<file path="config.mk">
export PLATFORM = sky130hd
export DESIGN_NAME = calculadora_seq_flat
export DESIGN_NICKNAME = d
export VERILOG_FILES = /design/src/rtl/calculadora_pkg.sv /design/src/rtl/calculadora_if.sv /design/src/rtl/multiplicador_serial.sv /design/src/rtl/calculadora_seq.sv /design/src/flat_wrapper.sv
export SDC_FILE = /design/constraint.sdc
export NUM_CORES = 1
export LEC_CHECK = 0
export BUFFER_PORTS_ARGS = -buffer_cell sky130_fd_sc_hd__buf_2
export CORE_ASPECT_RATIO = 0.8
export CORE_UTILIZATION = 36
export CTS_BUF_LIST = sky130_fd_sc_hd__clkbuf_8
export DETAILED_ROUTE_END_ITERATION = 8
export PLACE_DENSITY = 0.49
export RECOVER_POWER = 50
export SETUP_SLACK_MARGIN = 0.15
export SLEW_MARGIN = 30
export SYNTH_ARGS = -nofsm -noshare
export SYNTH_HDL_FRONTEND = slang
export SYNTH_SLANG_ARGS = --single-unit
</file>
<file path="constraint.sdc">
create_clock -name clk -period 7.5 [get_ports clk]
set_input_delay 0.375 -clock clk [delete_from_list [all_inputs] [get_ports clk]]
set_output_delay 0.375 -clock clk [all_outputs]
set_load 0.02 [all_outputs]
</file>
<file path="src/rtl/calculadora_pkg.sv">
// calculadora_pkg: opcodes, FSM state type and opcode-validity helper
package calculadora_pkg;
    localparam logic [2:0] OP_ZERA = 3'b000;
    localparam logic [2:0] OP_A    = 3'b001;
    localparam logic [2:0] OP_B    = 3'b010;
    localparam logic [2:0] OP_SOMA = 3'b011;
    localparam logic [2:0] OP_SUB  = 3'b100;
    localparam logic [2:0] OP_MULT = 3'b101;
    localparam logic [2:0] OP_ACC  = 3'b110;
    localparam logic [2:0] OP_INV  = 3'b111;

    typedef enum logic [1:0] {OCIOSO, MULT, FIM} estado_t;

    function automatic logic op_invalido(input logic [2:0] op, input logic com_mult);
        return op == OP_INV || (op == OP_MULT && !com_mult);
    endfunction
endpackage

</file>
<file path="src/rtl/calculadora_if.sv">
// calculadora_if: request/result bus of the sequential calculator
interface calculadora_if #(parameter int LARGURA = 8);
    logic               inicio;
    logic [2:0]         codigo;
    logic [LARGURA-1:0] entrada_A;
    logic [LARGURA-1:0] entrada_B;
    logic               pronto;
    logic               valido;
    logic [LARGURA-1:0] saida;
    logic               carry;
    logic               zero;
    logic               erro;

    modport master(output inicio, codigo, entrada_A, entrada_B,
                   input pronto, valido, saida, carry, zero, erro);
    modport slave(input inicio, codigo, entrada_A, entrada_B,
                  output pronto, valido, saida, carry, zero, erro);
endinterface

</file>
<file path="src/rtl/multiplicador_serial.sv">
// multiplicador_serial: unsigned shift-add multiplier, one partial product per cycle
module multiplicador_serial #(
    parameter int LARGURA = 8
) (
    input  logic                 clk,
    input  logic                 rst_n,
    input  logic                 start,
    input  logic [LARGURA-1:0]   a,
    input  logic [LARGURA-1:0]   b,
    output logic                 done,
    output logic [2*LARGURA-1:0] produto
);
    localparam int CW = $clog2(LARGURA + 1);

    logic [2*LARGURA-1:0] mcand;
    logic [LARGURA-1:0]   mplier;
    logic [CW-1:0]        cnt;

    // done is high during the cycle whose closing edge performs the final step
    assign done = cnt == CW'(1);

    always_ff @(posedge clk or negedge rst_n) begin
        if (!rst_n) begin
            mcand   <= '0;
            mplier  <= '0;
            cnt     <= '0;
            produto <= '0;
        end else if (start) begin
            mcand   <= {{LARGURA{1'b0}}, a};
            mplier  <= b;
            cnt     <= CW'(LARGURA);
            produto <= '0;
        end else if (cnt != '0) begin
            produto <= mplier[0] ? produto + mcand : produto;
            mcand   <= mcand << 1;
            mplier  <= mplier >> 1;
            cnt     <= cnt - CW'(1);
        end
    end
endmodule

</file>
<file path="src/rtl/calculadora_seq.sv">
// calculadora_seq: sequential ALU; single-cycle ops pass through a one-stage request
// register, multiply runs the serial multiplier under the OCIOSO/MULT/FIM FSM
module calculadora_seq
    import calculadora_pkg::*;
#(
    parameter int LARGURA  = 8,
    parameter int COM_MULT = 1
) (
    input logic          clk,
    input logic          rst_n,
    calculadora_if.slave bus
);
    estado_t              estado;
    logic                 pend;
    logic [2:0]           pop;
    logic [LARGURA-1:0]   pa;
    logic [LARGURA-1:0]   pb;
    logic [LARGURA:0]     res;
    logic                 aceita;
    logic                 inicia_mult;
    logic                 mult_done;
    logic [2*LARGURA-1:0] produto;

    assign aceita      = bus.inicio && bus.pronto;
    assign inicia_mult = aceita && bus.codigo == OP_MULT && COM_MULT != 0;

    // bit LARGURA carries carry/borrow; clear, invalid and disabled multiply all yield 0
    always_comb begin
        res = pop == OP_A    ? {1'b0, pa} :
              pop == OP_B    ? {1'b0, pb} :
              pop == OP_SOMA ? {1'b0, pa} + {1'b0, pb} :
              pop == OP_SUB  ? {pa < pb, pa - pb} :
              pop == OP_ACC  ? {1'b0, bus.saida} + {1'b0, pa} : '0;
    end

    multiplicador_serial #(.LARGURA(LARGURA)) u_mult (
        .clk     (clk),
        .rst_n   (rst_n),
        .start   (inicia_mult),
        .a       (bus.entrada_A),
        .b       (bus.entrada_B),
        .done    (mult_done),
        .produto (produto)
    );

    always_ff @(posedge clk or negedge rst_n) begin
        if (!rst_n) begin
            estado     <= OCIOSO;
            pend       <= 1'b0;
            pop        <= OP_ZERA;
            pa         <= '0;
            pb         <= '0;
            bus.pronto <= 1'b1;
            bus.valido <= 1'b0;
            bus.saida  <= '0;
            bus.carry  <= 1'b0;
            bus.zero   <= 1'b1;
            bus.erro   <= 1'b0;
        end else begin
            bus.valido <= pend;
            pend       <= aceita && !inicia_mult;
            if (aceita) begin
                pop <= bus.codigo;
                pa  <= bus.entrada_A;
                pb  <= bus.entrada_B;
            end
            if (pend) begin
                bus.saida <= res[LARGURA-1:0];
                bus.carry <= res[LARGURA];
                bus.zero  <= res[LARGURA-1:0] == '0;
                bus.erro  <= op_invalido(pop, COM_MULT != 0);
            end
            case (estado)
                OCIOSO: if (inicia_mult) begin
                    estado     <= MULT;
                    bus.pronto <= 1'b0;
                end
                MULT: if (mult_done) begin
                    estado     <= FIM;
                    bus.pronto <= 1'b1;
                end
                FIM: begin
                    bus.valido <= 1'b1;
                    bus.saida  <= produto[LARGURA-1:0];
                    bus.carry  <= |produto[2*LARGURA-1:LARGURA];
                    bus.zero   <= produto[LARGURA-1:0] == '0;
                    bus.erro   <= 1'b0;
                    estado     <= inicia_mult ? MULT : OCIOSO;
                    bus.pronto <= !inicia_mult;
                end
                default: estado <= OCIOSO;
            endcase
        end
    end
endmodule
</file>
<file path="src/flat_wrapper.sv">
// flat-port wrapper written by rule: the top's interface ports become plain ports
module calculadora_seq_flat import calculadora_pkg::*;
#(
    parameter int LARGURA  = 8,
    parameter int COM_MULT = 1
)
  (clk, rst_n, bus_inicio, bus_codigo, bus_entrada_A, bus_entrada_B, bus_pronto, bus_valido, bus_saida, bus_carry, bus_zero, bus_erro);
  calculadora_if #(.LARGURA(LARGURA)) bus_i ();
  input logic clk;
  input logic rst_n;
  input wire logic [$bits(bus_i.inicio)-1:0] bus_inicio;
  input wire logic [$bits(bus_i.codigo)-1:0] bus_codigo;
  input wire logic [$bits(bus_i.entrada_A)-1:0] bus_entrada_A;
  input wire logic [$bits(bus_i.entrada_B)-1:0] bus_entrada_B;
  output wire logic [$bits(bus_i.pronto)-1:0] bus_pronto;
  output wire logic [$bits(bus_i.valido)-1:0] bus_valido;
  output wire logic [$bits(bus_i.saida)-1:0] bus_saida;
  output wire logic [$bits(bus_i.carry)-1:0] bus_carry;
  output wire logic [$bits(bus_i.zero)-1:0] bus_zero;
  output wire logic [$bits(bus_i.erro)-1:0] bus_erro;
  assign bus_i.inicio = bus_inicio;
  assign bus_i.codigo = bus_codigo;
  assign bus_i.entrada_A = bus_entrada_A;
  assign bus_i.entrada_B = bus_entrada_B;
  assign bus_pronto = bus_i.pronto;
  assign bus_valido = bus_i.valido;
  assign bus_saida = bus_i.saida;
  assign bus_carry = bus_i.carry;
  assign bus_zero = bus_i.zero;
  assign bus_erro = bus_i.erro;
  calculadora_seq #(.LARGURA(LARGURA), .COM_MULT(COM_MULT)) u_core (.clk(clk), .rst_n(rst_n), .bus(bus_i));
endmodule
</file>
### Word-level counts from Yosys, hierarchy flattened

Cells that the tools add are included.

| word-level totals | value |
|---|---|
| bits in registers | 79 |
| latch bits | 0 |
| memory bits (writable) | 0 |
| memory bits (read-only) | 0 |
| input port bits | 22 |
| output and inout port bits | 13 |
| logic and storage cells | 79 |
| memories kept | 0 |

| operators by class | value |
|---|---|
| $add $sub $neg | 5 |
| multiply operators | 0 |
| divide/modulo/power cells | 0 |
| order comparisons | 1 |
| eq/ne operators | 12 |
| shift operators | 0 |
| muxes and demuxes | 30 |
| bitwise gates (word level) | 0 |
| reductions and logical operators | 16 |

Operators by type and width:

| kind | number |
|---|---|
| 16-bit 2-to-1 mux | 5 |
| 9-bit 2-to-1 mux | 5 |
| 8-bit 2-to-1 mux | 4 |
| 8-bit by 8-bit adder with 9-bit output | 2 |
| 16-bit adder | 1 |
| 8-bit zero test | 2 |
| 3-bit == test (second input constant) | 4 |
| 1-bit 2-to-1 mux | 10 |
| 8-bit < comparator | 1 |
| 4-bit 2-to-1 mux | 2 |
| 8-bit OR reduction | 1 |
| 8-bit subtractor | 1 |
| 3-bit by 2-bit == test with 1-bit output (second input constant) | 2 |
| 2-bit one-hot mux with 3 select lines | 1 |
| 2-bit nonzero test | 3 |
| 4-bit by 1-bit == test with 1-bit output (second input constant) | 1 |
| 2-bit 2-to-1 mux | 2 |
| 2-bit by 1-bit != test with 1-bit output (second input constant) | 2 |
| 2-bit AND reduction | 2 |
| 4-bit nonzero test | 1 |
| 4-bit by 1-bit subtractor with 4-bit output (second input constant) | 1 |
| 3-bit by 1-bit == test with 1-bit output (second input constant) | 1 |
| 1-bit logical AND | 3 |
| 1-bit one-hot mux with 3 select lines | 1 |
| other kinds (6) | 6 |

### Logic depth before layout (Yosys ltp)

| depth | value |
|---|---|
| depth after elaboration | 9 |
| mapped depth | 11 |
| depth with buffers taken out | 11 |

### Hierarchy

A second synthesis with hierarchy kept.

| unflattened totals | value |
|---|---|
| cell total of the unflattened synthesis | 640 |
| area total of the unflattened synthesis | 5662.9 um^2 |

By module, submodules not included:

| module | instances | cells each | area each (um^2) | sequential area each (um^2) |
|---|---|---|---|---|
| calculadora_seq | 1 | 358 | 3064.2 | 878.3 |
| multiplicador_serial | 1 | 282 | 2598.7 | 1101.1 |

### Least setup slack after synthesis

No wires, ideal clock.

| path | value |
|---|---|
| path kind | reg2reg |
| start point | register u_core.bus.saida[0] |
| end point | register u_core.bus.zero |
| setup time | 0.086 ns |
| data arrival time | 2.395 ns |
| required time | 7.414 ns |
| setup slack | 5.019 ns |
| cell stages (with the launch flop) | 10 |
| path buffers | 0 |
| period minus slack after synthesis | 2.481 ns |
| cells stage by stage | dfrtp_1 > ha_1 > fa_1 > a21oi_1 > o21ai_2 > nand3_1 > a21bo_1 > a2111oi_2 > o211ai_1 > o31ai_2 |

| on the way | value |
|---|---|
| cells in the longest elaborated chain, start to end | 9 |

Ends and longest elaborated chain:

| element | RTL line | source |
|---|---|---|
| start: declaration | calculadora_if.sv:17 | `output pronto, valido, saida, carry, zero, erro);` |
| start signal: assignment | calculadora_seq.sv:68 | `bus.saida <= res[LARGURA-1:0];` |
| start signal: assignment | calculadora_seq.sv:84 | `bus.saida <= produto[LARGURA-1:0];` |
| 8-bit by 8-bit adder with 9-bit output | calculadora_seq.sv:33 | `pop == OP_ACC ? {1'b0, bus.saida} + {1'b0, pa} : '0;` |
| 9-bit 2-to-1 mux | calculadora_seq.sv:33 |  |
| 9-bit 2-to-1 mux | calculadora_seq.sv:32 | `pop == OP_SUB ? {pa < pb, pa - pb} :` |
| 9-bit 2-to-1 mux | calculadora_seq.sv:31 | `pop == OP_SOMA ? {1'b0, pa} + {1'b0, pb} :` |
| 9-bit 2-to-1 mux | calculadora_seq.sv:30 | `pop == OP_B ? {1'b0, pb} :` |
| 9-bit 2-to-1 mux | calculadora_seq.sv:29 | `res = pop == OP_A ? {1'b0, pa} :` |
| 8-bit zero test | calculadora_seq.sv:70 | `bus.zero <= res[LARGURA-1:0] == '0;` |
| 1-bit 2-to-1 mux | calculadora_seq.sv:67 | `if (pend) begin` |
| 1-bit 2-to-1 mux | calculadora_seq.sv:73 | `case (estado)` |
| end signal: assignment | calculadora_seq.sv:57 | `bus.zero <= 1'b1;` |
| end signal: assignment | calculadora_seq.sv:70 |  |
| end signal: assignment | calculadora_seq.sv:86 | `bus.zero <= produto[LARGURA-1:0] == '0;` |
| end: declaration | calculadora_if.sv:17 |  |

No other way between the ends. The select of a mux whose other input is x is not followed.
A chain may end at the register's enable or synchronous reset.

==> summary.md <==
| Metric | Value |
|---|---|
| Post_cts resized | 0 |
| Layout fillers | between 1.5k and 2k |
| Largest stage delay on the critical path | 1780 ps |
| Placed cell count | roughly 860 |
| Initial antenna violation count | 0 |
| IO Port Bufs | 34 |
| Vias/cell | 5.52 |
| CP Launch Type | input pin |
| I/O pin cnt | 35 |
| Post-DP Area | between 5000 and 6000 um2 |
| Area of the mapped netlist | about 5700 um2 |
| Clock slew at reported path FFs | approximately 90 ps |
| Ant diodes | 0 |
| Non-Filler Instances | 879 |
| Cell breakdown of the critical path | dlygate4sd3_1, clkbuf_1, clkbuf_1 |
| Avg Inst Size Synth | 8.84 um2 |
| Met3 wire length | 747 um |
| Initial Util | between 30% and 40% |
| Max Freq | ~240 MHz |
| ANT nets after route | 0 |
| Crit path DAT | roughly 4200 ps |
| Async SR Flop Fraction | 100% |
| Top cell type's share of synthesized area | between 30% and 40% |
| Slew @ Worst Pin | roughly 2400 ps |
| Netlist cell types | 79 |
| Largest family of logic cells by synthesized area | compound AO/OA/AOI/OAI gates |
| Multi-input gate area | roughly 3400 um2 |
| Layout Nets | around 740 |
| WS Path Type | input pin to async pin |
| Setup TNS | 0 ps |
| Synth Area in Adders | 11.8% |
| Reg area | approximately 2000 um2 |
| Status | finished with violations |
| Max transition margin | -58.3% |
| Crit share post-route | between 50% and 60% |
| WL final | around 16000 um |
| Pwr Density | 129 nW/um2 |
| Clock Latency Late Sink | between 300 and 400 ps |
| CP Capture Type | async pin |
| Wirelength per Cell | approximately 18 um |
| EDFF count, synth | 0 |
| YS warnings | 0 |
| TritonCTS buffer count | 9 |
| Synthesized Nets | a little over 700 |
| Met1 WL | between 8000 and 9000 um |
| Highest routed layer | met4 |
| Fin. Hold Viols | 0 |
| Slowest cell on the critical path | clkbuf_1 |
| Core ar. | between 15000 and 20000 um2 |
| Iter 0 DRT Violations | roughly 280 |
| Met2 Wirelength | 6500 um |
| CTS Root Buffer Type | clkbuf_8 |
| Final Wtd Congestion | about 0.86 |
| Die ar. | roughly 16000 um2 |
| Top_reg_cell synth | dfrtp_1 |
| Failing checks | max-capacitance violations, max-slew violations |
| CTS tree | yes |
| Post-synth top cells | nand2_1 (83), dfrtp_1 (77), a21oi_1 (57), nor2_1 (48), ha_1 (47) |
| CTS Buffer Depth | 2 |
| First-pass GRT wire length | 25400 um |
| Sequential fraction of the synthesis area | about a third |
| Max-cap violations | 2 |
| Gr ovfl total | 0 |
| DP HPWL | approximately 12000 um |
| Final min period | around 4200 ps |
| Max VDD drop | 0.109 mV |
| Drt pass-1 iters | 5 |
| Post-synthesis simple-gate area fraction | between 15 and 20% |
| CTS H-tree depth | 3 |
| Largest net degree at the start of global routing | 45 |
| Flops & latches, synth | slightly below 80 |
| Dominant cell by count in the synthesized netlist | nand2_1 |
| All-layer global routing usage | 20.5% |
| Post-Syn Instances | 640 |
| Post-Synth XOR/XNOR Area | 3.10% |
| Vias in the first global route | approximately 4.6k |
| Row count | 40 |
| Compound-cell area share of the yosys netlist | between 20 and 25% |
| Max FO, Critical Path | 44 |
| Setup slack, reg-to-reg | approximately 4500 ps |
| Unrepaired setup endpoints after global routing | false |
| Hold crit path type | input pin to register |
| Routed vias | 4849 |
| Die height | ~110 um |
| Synth area leaders | dfrtp_1 (34%), ha_1 (10%), nand2_1 (5.5%) |
| Setup Skew | about 8.1 ps |
| Num Clock Sinks | a little under 80 |
| Most frequent CP cell | clkbuf_1 |
| Area leader, netlist | dfrtp_1 |
| WP data required | approximately 7500 ps |
| Area delta synth->final | 9.48% |
| Die Wd | 142 um |
| LEAKAGE | around 2.8 nW |
| Multiplexer share of the synthesized area | under 10% |
| DRC | 0 |
| Setup violators final | 0 |
| Final Slew Violations | slightly above 80 |
| Setup Fix Bufs, Post-CTS | 0 |
| Finished Cell Area | roughly 6200 um2 |
| Fraction of layout cells with a size suffix above 1 | approximately 12% |
[kinds of logic (layout without fill, tap and decap cells)]
| group | count (synthesis) | count (layout) |
|---|---|---|
| AO/OA/AOI/OAI | 193 | 193 |
| XOR/XNOR | 20 | 20 |
| adder cells (fa/ha/maj) | 51 | 51 |
| buffers and inverters | 67 | 96 |
| flip-flops | 79 | 79 |
| multiplexers | 28 | 28 |
| AND/OR/NAND/NOR | 202 | 202 |
[per-layer routing]
layer	vias up	global-route usage (%)
met5	-	0
met3	6	3.93
met4	0	4.80
met2	117	28.7
li1	2362	-
met1	2364	31.8
[report_power, final]
| part | switching [mW] | internal (mW) | leakage, nW |
|---|---|---|---|
| sequential | 0 | 0.426 | 1.04 |
| combinational | 0.0137 | 0.00454 | 1.62 |
| clock | 0.169 | 0.189 | 0.115 |
| total | 0.183 | 0.619 | 2.78 |
[critical path: cells and delay by family]
| kind | cells | cell delay (ps) |
|---|---|---|
| buf+inv | 3 | 3780 |
[cell usage in the layout (no fill, tap or decap), types with 3 or more instances in the layout]
cell	n
o22ai_1	6
nor2_1	48
clkbuf_1	16
o21ai_0	31
and4_1	3
mux2i_1	5
o21a_1	8
buf_2	20
ha_1	47
nor2b_1	6
o221ai_1	3
nor4_1	7
nor3_1	15
nand3b_1	3
a211o_1	3
a21oi_1	57
a21o_1	10
or4_1	3
xor2_1	9
o211ai_1	8
o31ai_1	3
o21ai_1	6
mux2_2	22
fa_1	4
a22oi_1	5
o21bai_1	3
inv_2	4
o2111ai_1	3
dfrtp_1	77
nand2_1	83
a31oi_1	16
nand2b_1	9
xnor2_1	11
buf_4	5
nand3_1	9
inv_1	35
clkbuf_8	9
[metrics by stage]
stage	util (%)	hold slack (ps)	setup slack [ps]	power, mW
2_1_floorplan	-	79.4	5020	0.435
3_3_place_gp	39.5	379	4640	0.453
3_5_place_dp	39.5	381	4510	0.453
4_1_cts	41.0	222	4490	0.816
5_1_grt	40.9	238	2410	0.831
6_report	40.9	250	3290	0.801
[sequential cells by signal, summed over array words and instances (netlist names)]
name and flops:
u_core.u_mult.mcand 16, u_core.bus.saida 8, u_core.bus.zero 1, u_core.estado 2, u_core.bus.erro 1, u_core.u_mult.produto 16
u_core.u_mult.mplier 8, u_core.bus.pronto 1, u_core.bus.carry 1, u_core.pb 8, u_core.bus.valido 1, u_core.u_mult.cnt 4
u_core.pop 3, u_core.pend 1, u_core.pa 8
[path summary, 6_finish.rpt]
kind / startpoint / to / depth (start not counted)
setup reg to reg: u_core.u_mult.cnt[0]$_DFFE_PN0P_ / u_core.u_mult.produto[13]$_DFFE_PN0P_ / 6
min in group asynchronous: rst_n / u_core.u_mult.produto[10]$_DFFE_PN0P_ / 2
hold reg to reg: u_core.bus.erro$_DFFE_PN0P_ / u_core.bus.erro$_DFFE_PN0P_ / 2
setup / recovery: rst_n / u_core.pb[1]$_DFFE_PN0P_ / 3
max in group clk: u_core.u_mult.cnt[0]$_DFFE_PN0P_ / u_core.u_mult.produto[13]$_DFFE_PN0P_ / 6
hold / removal: bus_entrada_B[7] / u_core.u_mult.mplier[7]$_DFFE_PN0P_ / 3
[layout make-up]
type / instances / area share [%]
Timing Repair Buffer: 42 / 3.35
Tap cell: 210 / 4.24
Clock buffer: 9 / 2.00
Multi-Input combinational cell: 494 / 54.6
Clock inverter: 7 / 1.53
Sequential cell: 79 / 31.9
Inverter: 38 / 2.30
[repair_timing]
action | CTS | global route
endpoints found under the hold margin | 34 | 0
hold buffers | 1 | 0
setup endpoints to repair | 0 | 0
(Power assumes the default switching activity.)
